### src/rtl/fifo_flagged.sv
// fifo_flagged: single-clock full-capacity FIFO with FWFT option, almost thresholds and sticky error flags
module fifo_flagged #(
  parameter int DEPTH = 16,
  parameter int WIDTH = 32,
  parameter bit FWFT = 0,
  parameter int ALMOST_FULL = 12,
  parameter int ALMOST_EMPTY = 2
) (
  input  logic                     i_clock,
  input  logic                     i_reset,
  input  logic                     i_clear,
  input  logic                     i_write,
  input  logic [WIDTH-1:0]         i_wdata,
  input  logic                     i_read,
  output logic [WIDTH-1:0]         o_rdata,
  output logic                     o_empty,
  output logic                     o_full,
  output logic                     o_almost_empty,
  output logic                     o_almost_full,
  output logic [$clog2(DEPTH):0]   o_queued,
  output logic                     o_overflow,
  output logic                     o_underflow
);
  localparam int AW = $clog2(DEPTH);
  localparam int PW = AW + 1;
  logic [WIDTH-1:0] mem [DEPTH];
  logic [AW:0] wr_ptr, rd_ptr;
  logic [WIDTH-1:0] rdata_q;
  logic wr_ok, rd_ok, busy;
  // the extra wrap bit lets occupancy reach DEPTH without sacrificing a slot
  assign o_queued       = wr_ptr - rd_ptr;
  assign o_empty        = o_queued == '0;
  assign o_full         = o_queued == PW'(DEPTH);
  assign o_almost_full  = o_queued >= PW'(ALMOST_FULL);
  assign o_almost_empty = o_queued <= PW'(ALMOST_EMPTY);
  assign busy           = !i_reset && !i_clear;
  assign wr_ok          = busy && i_write && !o_full;
  assign rd_ok          = busy && i_read && !o_empty;
  assign o_rdata        = FWFT ? mem[rd_ptr[AW-1:0]] : rdata_q;
  always_ff @(posedge i_clock)
    if (wr_ok) mem[wr_ptr[AW-1:0]] <= i_wdata;
  always_ff @(posedge i_clock) begin
    if (i_reset) begin
      wr_ptr      <= '0;
      rd_ptr      <= '0;
      o_overflow  <= 1'b0;
      o_underflow <= 1'b0;
      rdata_q     <= '0;
    end else if (i_clear) begin
      wr_ptr      <= '0;
      rd_ptr      <= '0;
      o_overflow  <= 1'b0;
      o_underflow <= 1'b0;
    end else begin
      if (wr_ok) wr_ptr <= wr_ptr + 1'b1;
      if (rd_ok) rd_ptr <= rd_ptr + 1'b1;
      if (rd_ok) rdata_q <= mem[rd_ptr[AW-1:0]];
      if (i_write && o_full) o_overflow <= 1'b1;
      if (i_read && o_empty) o_underflow <= 1'b1;
    end
  end
endmodule

### config.mk
export PLATFORM = sky130hd
export DESIGN_NAME = fifo_flagged
export DESIGN_NICKNAME = d
export VERILOG_FILES = /design/src/rtl/fifo_flagged.sv
export SDC_FILE = /design/constraint.sdc
export NUM_CORES = 1
export LEC_CHECK = 0
export CAP_MARGIN = 10
export CORE_MARGIN = 2
export CORE_UTILIZATION = 56
export CTS_CLUSTER_SIZE = 40
export DETAILED_ROUTE_END_ITERATION = 16
export GPL_TIMING_DRIVEN = 0
export PLACE_DENSITY = 0.74
export SYNTH_ARGS = -nofsm -noshare
export SYNTH_HDL_FRONTEND = slang
export SYNTH_SLANG_ARGS = --single-unit
### constraint.sdc
create_clock -name i_clock -period 12.51 [get_ports i_clock]
set_input_delay 2.502 -clock i_clock [delete_from_list [all_inputs] [get_ports i_clock]]
set_output_delay 2.502 -clock i_clock [all_outputs]
set_load 0.02 [all_outputs]
After elaboration in Yosys (flattened, before gate mapping)
Memory sizes are Yosys's and may differ from the RTL's. A register that Yosys moved wholly into a read port is not among the register bits.
Cells that the tools add are included.
- register bits after elaboration: 12
- latch bits: 0
- RAM bits: 512
- bits in read-only memories: 0
- input port bits: 37
- output and inout bits: 43
- logic and storage cells: 28
- memories: 1
- memory list (name ; words ; width ; rd ports ; clocked after Yosys merged registers in ; write ports ; RTL line ; text):
    mem ; 16 ; 32 ; 1 ; 1 ; 1 ; 26 ; logic [WIDTH-1:0] mem [DEPTH];
- add/subtract/negate cells: 3
- $mul: 0
- divide/modulo/power cells: 0
- order comparisons: 2
- equality and inequality tests: 1
- shifts and indexed selects: 0
- muxes and demuxes: 2
- bitwise logic cells: 1
- reduce and logical (&&, ||, !) cells: 14
- operators by type and width (kind ; count):
    5-bit by 1-bit adder with 5-bit output, second input constant ; 2
    1-bit logical AND ; 7
    5-bit equality test, second input constant ; 1
    5-bit by 4-bit greater-or-equal comparator with 1-bit output, second input constant ; 1
    5-bit by 2-bit less-or-equal comparator with 1-bit output, second input constant ; 1
    5-bit zero test ; 1
    5-bit subtractor ; 1
    1-bit zero test ; 4
    1-bit 2-to-1 mux ; 2
    2-bit AND reduction ; 1
    2-bit OR reduction ; 1
    1-bit NOT ; 1

Depth between registers and ports, before layout
Gate-level depths: netlist of run 1.
- depth in word-level cells: 6
- mapped depth: 11
- depth with buffers taken out: 9

Worst setup path before layout of run 1
Ideal clock, no wire load.
- path type: input-to-reg
- from: input port i_clear
- to: memory mem[3][0] (enable)
- library setup time: 501 ps
- arrival: 6468 ps
- data required time: 12009 ps
- slack: 5540 ps
- stages: 4
- buffers on the path: 1
- path through: nor2_1 > o21ai_1 > buf_2 > nor4_1
- word-level cells in the longest chain between the ends: 6
- RTL lines (element ; RTL line ; text):
    from (decl) ; 11 ; input logic i_clear,
    1-bit zero test ; 36 ; assign busy = !i_reset && !i_clear;
    1-bit logical AND ; 36 ;
    1-bit logical AND (2 in series) ; 37 ; assign wr_ok = busy && i_write && !o_full;
    1-bit 2-to-1 mux ; 41 ; if (wr_ok) mem[wr_ptr[AW-1:0]] <= i_wdata;
    1-bit 2-to-1 mux (implied by the code) ; 41 ;
    to (decl) ; 26 ;
Every way passes these cells.

Final worst setup path of run 1
- from: register rd_ptr[2]
- to: output port o_almost_empty
- word-level cells in the longest chain between the ends: 2
- RTL lines (element ; RTL line ; text):
    from (decl) ; 27 ; logic [AW:0] wr_ptr, rd_ptr;
    from (signal assigned) ; 56 ; if (rd_ok) rd_ptr <= rd_ptr + 1'b1;
    5-bit subtractor ; 31 ; assign o_queued = wr_ptr - rd_ptr;
    5-bit by 2-bit less-or-equal comparator with 1-bit output ; 35 ; assign o_almost_empty = o_queued <= PW'(ALMOST_EMPTY);
    to (decl) ; 18 ; output logic o_almost_empty,
Every way passes these cells.

==> reports/results.ini, run 1 <==
[worst_setup_path]
crit_path_top_delay_cell=clkdlybuf4s50_1
worstPathArrival_ns=4.33
cp_cell_sequence=clkbuf_8 > clkinv_1 > clkbuf_1 > ha_1 > nand2b_1 > a21oi_1 > xor2_2 > inv_2 > a2111oi_0 > clkdlybuf4s50_1
critPathMaxStageDelay_ns=0.68
crit_path_start_kind=flop
crit_fanout=10
cp.required_ns=10.01
cp_top_family=buffers and inverters
path_buf_inv=5
path_class=flop to output port
critPathCaptureType=output port

[clock_tree]
hold_buffers=0
numCtsBuffers=54
clock_sinks=556
cts_tree=built
h-tree-depth=2
post_cts_buffers=0
max-clock-path-buffers=3
ctsResizeCount=0
clkTransAtPathRegs_ns=0.06
clock_latency_ns=0.59
cts-root-buf=clkbuf_16

[global_routing]
grt_max_degree=17
overflow=0
antenna_found_initial=0
grt_pass1_wl_um=72600
grt_pass1_vias=11700
grt_usage_pct=24.3

[sta]
max_freq_mhz=146
hold_violations=0
rsz0062_at_grt=false
clock-skew-final_ns=0.00904
timing.final.crit_share_pct=54.6
report.final.slew_viol_count=0
slew_headroom_pct=24.7
tightest_slew_ns=1.12
setup_viol=0
finalSetupTns_ns=0
period_needed_ns=6.84

[finish]
antenna_cells=0
fin_util_pct=67.1
fill_cells=2539
drive_gt1_share_pct=22.1
multi_input_comb_area_sq_mm=0.00511
area_growth_pct=17.5
num-nets-final=1384
final_common_cell=edfxtp_1
final_cell_mix=edfxtp_1, nand2_1, mux4_2
seq_area_sq_mm=0.0163

[route]
wl_met1_um=19300
ant_nets=0
drc=0
vias_per_cell=5.96
wl_per_cell_um=25.1
routed_wl_um=47500
wl_met2_um=23200
vias=11300
drt_first_pass_iters=8
wl_met3_um=3450
highest_layer=met4
first_iter_violations=1118

[yosys]
synthTopCellsByArea=edfxtp_1, mux4_2, dfxtp_1
synth_ff_type=edfxtp_1
synth_top_cell_by_area=edfxtp_1
synth_seq_cells=556
ys_warn_count=0
synth_top_area_share_pct=71.1
synth_edf_count=512
synth-async-reset-ratio_pct=0
synth_area_sq_mm=0.0216
yosysSeqAreaShare_pct=75.2
avgSynthCellArea_sq_um=18.9
synthCells=1143
ys_types=36
synth_nets=1190

[die]
coreArea_sq_mm=0.0378
die_h_um=200
dieWidth_um=200
fp-row-count=71
pin_count=80
initial_core_util_pct=57.1
fp.dieArea_sq_mm=0.0402

[power]
netSwitchingPower_mw=0.785
ir_drop_mv=0.120
power_leakage_nw=8.36
seqPwrFrac_pct=54.3
p_clk_share_pct=40.4
p_per_area_mw_per_mm2=148
p_sw_share_pct=20.8
intPower_mw=2.98
p_comb_share_pct=5.3

[hold_path]
hold_path_class=flop to flop

[flow_run]
maxCapViolations=0

[placement]
gp_congestion=0.765
portBuffers=79
hpwlAfterDp_um=31700

[status]
outcome=finished clean

==> synth_stat cells (all sizes together), types with 3 or more instances <==
| cell | count |
|---|---|
| ha | 9 |
| nand2b | 35 |
| or3 | 5 |
| mux2i | 43 |
| nand2 | 184 |
| nor3 | 14 |
| inv | 7 |
| nor4 | 5 |
| buf | 28 |
| clkbuf | 33 |
| nor2 | 6 |
| a21oi | 68 |
| xor2 | 3 |
| edfxtp | 512 |
| mux4 | 128 |
| dfxtp | 44 |
==> flip-flops by register name, summed over array words and instances, names as in the netlist <==
| name | cells |
|---|---|
| wr_ptr | 5 |
| rd_ptr | 5 |
| o_underflow | 1 |
| o_rdata | 32 |
| mem | 512 |
| o_overflow | 1 |
==> per-layer routing <==
layer / vias to the layer above / GRT usage (%)
li1: 4897 / -
met1: 5787 / 33.8
met2: 495 / 39.6
met3: 108 / 3.99
met4: 0 / 9.02
met5: - / 0
==> worst paths after layout <==
path / depth (start not counted) / slack, ns / from / to
max reg2reg: 13 / 7.44 / rd_ptr[1]$_SDFFE_PP0P_ / mem[3][6]$_DFFE_PP_
min: 2 / 0.47 / o_rdata[17]$_SDFFE_PP0P_ / o_rdata[17]$_SDFFE_PP0P_
min reg2reg: 2 / 0.47 / o_rdata[17]$_SDFFE_PP0P_ / o_rdata[17]$_SDFFE_PP0P_
max: 10 / 5.67 / rd_ptr[2]$_SDFFE_PP0P_ / o_almost_empty
==> cell families (layout without fill, tap and decap cells) <==
family	after synthesis	after routing	share of synthesized area (%)
mux	172	172	15.4
simple gates	254	254	5.07
xor+xnor	4	4	0.197
flops	556	556	75.2
compound gates	78	78	1.96
buf+inv	69	308	1.53
fa+ha+maj	10	10	0.614
==> layout make-up <==
type | count | share of cell area, %
multi-input cells | 518 | 20.1
clock buffers | 76 | 5.85
plain buffers | 61 | 1.18
repair buffers | 138 | 5.55
flip-flops and latches | 556 | 64.0
inverters | 8 | 0.118
clock inverters | 25 | 0.655
well taps | 511 | 2.52
==> worst min-delay path: cells and delay by family, from the launching register on <==
family,cells,cell delay (ns)
DFF,1,0.31
muxes,1,0.06
and+or+nand+nor,1,0.06
==> stage by stage <==
step / hold slack (ns) / power (mW) / cells / area (sq um) / setup WS, ns
6_report: 0.474 / 3.77 / 1893 / 25400 / 5.67
3_5_place_dp: 0.469 / 2.28 / 1792 / 23700 / 6.38
3_3_place_gp: 0.460 / 2.28 / 1733 / 23000 / 1.43
5_1_grt: 0.502 / 3.88 / 1893 / 25400 / 5.46
4_1_cts: 0.480 / 3.79 / 1893 / 25400 / 5.71
2_1_floorplan: 0.455 / 2.20 / 1143 / 21600 / 5.54
==> power groups by stage <==
stage	sequential (mW)	combinational (mW)	clock [mW]
final	2.05	0.198	1.52
after global placement	2.09	0.192	0
after detailed placement	2.09	0.199	0
after floorplan	2.09	0.106	0
after CTS	2.05	0.201	1.54
after global routing	2.05	0.214	1.62
(Power assumes the default switching activity.)
==> run 2, diff against run 1 <==
Clock period 12.51 ns to 7 ns, I/O delays scaled along.
==> results of run 2 <==
Same layout as run 1 (identical final DEF). Status: finished clean.
Among the figures that moved: setup slack after placement 6.38 ns -> 1.95 ns; setup slack after layout 5.67 ns -> 1.27 ns; register-to-register setup slack 7.44 ns -> 1.93 ns; total power 3.77 mW -> 6.73 mW; worst IR drop on VDD 0.120 mV -> 0.215 mV
==> run 3, diff against run 2 <==
Settings changed: CORE_UTILIZATION 56 to 55, PLACE_DENSITY 0.74 to 0.76.
Clock period 7 ns to 4.75 ns, I/O delays scaled along.
==> reports/results.ini, run 3 (synthesis results as in run 1) <==
[status]
outcome=finished clean

[flow_run]
maxCapViolations=0

[die]
coreArea_sq_mm=0.0387
die_h_um=202
dieWidth_um=202
initial_core_util_pct=55.8
pin_count=80
fp.dieArea_sq_mm=0.0409
fp-row-count=72

[worst_setup_path]
cp.required_ns=5.04
path_class=flop to flop
critPathCaptureType=flop
crit_fanout=11
crit_path_start_kind=flop
worstPathArrival_ns=4.75
reg2reg_slack_ns=0.29

[global_routing]
grt_pass1_vias=12000
antenna_found_initial=0
grt_usage_pct=24.9
grt_pass1_wl_um=74300
overflow=0
grt_max_degree=17

[sta]
report.final.slew_viol_count=0
slew_headroom_pct=29.8
timing.final.crit_share_pct=93.9
rsz0062_at_grt=false
tightest_slew_ns=1.05
hold_violations=0
clock-skew-final_ns=0.0189
period_needed_ns=4.46
max_freq_mhz=224
setup_viol=0
fin_ws_ns=0.292

[placement]
placed_area_sq_mm=0.0237
portBuffers=79
hpwlAfterDp_um=31700
gp_congestion=0.769
place_ws_ns=-0.236

[clock_tree]
cts-root-buf=clkbuf_16
clock_sinks=556
h-tree-depth=2
max-clock-path-buffers=3
clock_latency_ns=0.59
clkTransAtPathRegs_ns=0.07
numCtsBuffers=53
hold_buffers=0
cts_tree=built

[route]
wl_per_cell_um=26.2
first_iter_violations=1110
drt_first_pass_iters=5
routed_wl_um=49500
drc=0
vias=11500
vias_per_cell=6.07
ant_nets=0

[finish]
final_common_cell=edfxtp_1
final_cell_mix=edfxtp_1, nand2_1, mux4_2
num-nets-final=1376
drive_gt1_share_pct=22.8
largest_reg_flops=512
area_growth_pct=18.6
fin_util_pct=66.1
final_area_sq_mm=0.0256
antenna_cells=0

[power]
p_per_area_mw_per_mm2=401
power_leakage_nw=8.47
ir_drop_mv=0.290

[hold_path]
hold_path_class=flop to flop

[run 3: changes by cell type in the layout (fill, tap and decap cells not counted), moves of 2 or more]
cell	delta
buf_4	-15
buf_6	+11
buf_8	-2
bufinv_16	+4
clkbuf_1	-7
clkbuf_2	+2
clkbuf_8	+8
clkinv_1	-7
nor3_2	-4
nor3_4	+4
nor4_2	-4
nor4_4	+4
[run 3: cell type report]
class	instances	area, sq um
plain buffers	60	300
flip-flops and latches	556	16300
multi-input cells	518	5170
clock buffers	80	1580
fillers	2498	13100
clock inverters	20	240
inverters	8	31.3
repair buffers	132	1390
well taps	518	648
[run 3: what timing repair did]
action | CTS | global route
pin swaps | 1 | 0
setup endpoints to repair | 146 | 1
gates resized for setup | 9 | 2
hold endpoints to repair | 0 | 0
setup buffers | 3 | 0
[run 3: power breakdown]
part / total (mW) / internal (mW) / switching (mW)
clock network: 4.36 / 2.57 / 1.78
registers: 5.39 / 5.37 / 0.0162
logic: 0.531 / 0.236 / 0.295
[run 3: per-stage QoR]
stage | hold slack [ns] | power (mW) | instances | TNS [ns]
3_3_place_gp | 0.462 | 6.00 | 1740 | -1592.68
6_report | 0.479 | 10.3 | 1892 | 0
2_1_floorplan | 0.455 | 5.79 | 1143 | -238.41
5_1_grt | 0.505 | 10.5 | 1892 | 0
4_1_cts | 0.479 | 10.3 | 1893 | 0
3_5_place_dp | 0.469 | 6.02 | 1790 | -10.50
[run 3: worst max-delay path, cell delays in order, from the launching register on]
cell      delay (ns)
dfxtp_1         0.33
clkbuf_8        0.19
clkinv_2        0.17
clkbuf_2        0.27
ha_1            0.39
xnor2_1         0.39
nor2_1          0.13
mux2i_2         0.34
o21ai_1         0.36
buf_2           0.38
nor3_2          0.89
buf_6           0.28
[run 3: path summary, 6_finish.rpt]
check	startpoint	to	cells after the start
hold reg to reg	o_rdata[23]$_SDFFE_PP0P_	o_rdata[23]$_SDFFE_PP0P_	2
setup / recovery	rd_ptr[2]$_SDFFE_PP0P_	mem[10][29]$_DFFE_PP_	11
setup reg to reg	rd_ptr[2]$_SDFFE_PP0P_	mem[10][29]$_DFFE_PP_	11
hold / removal	o_rdata[23]$_SDFFE_PP0P_	o_rdata[23]$_SDFFE_PP0P_	2
[run 3: per-layer routing]
layer  wire [um]  global-route usage [%]
met5           0                       0
met4        1670                    9.15
met3        4170                    4.84
met2       25100                    42.0
met1       18600                    32.7
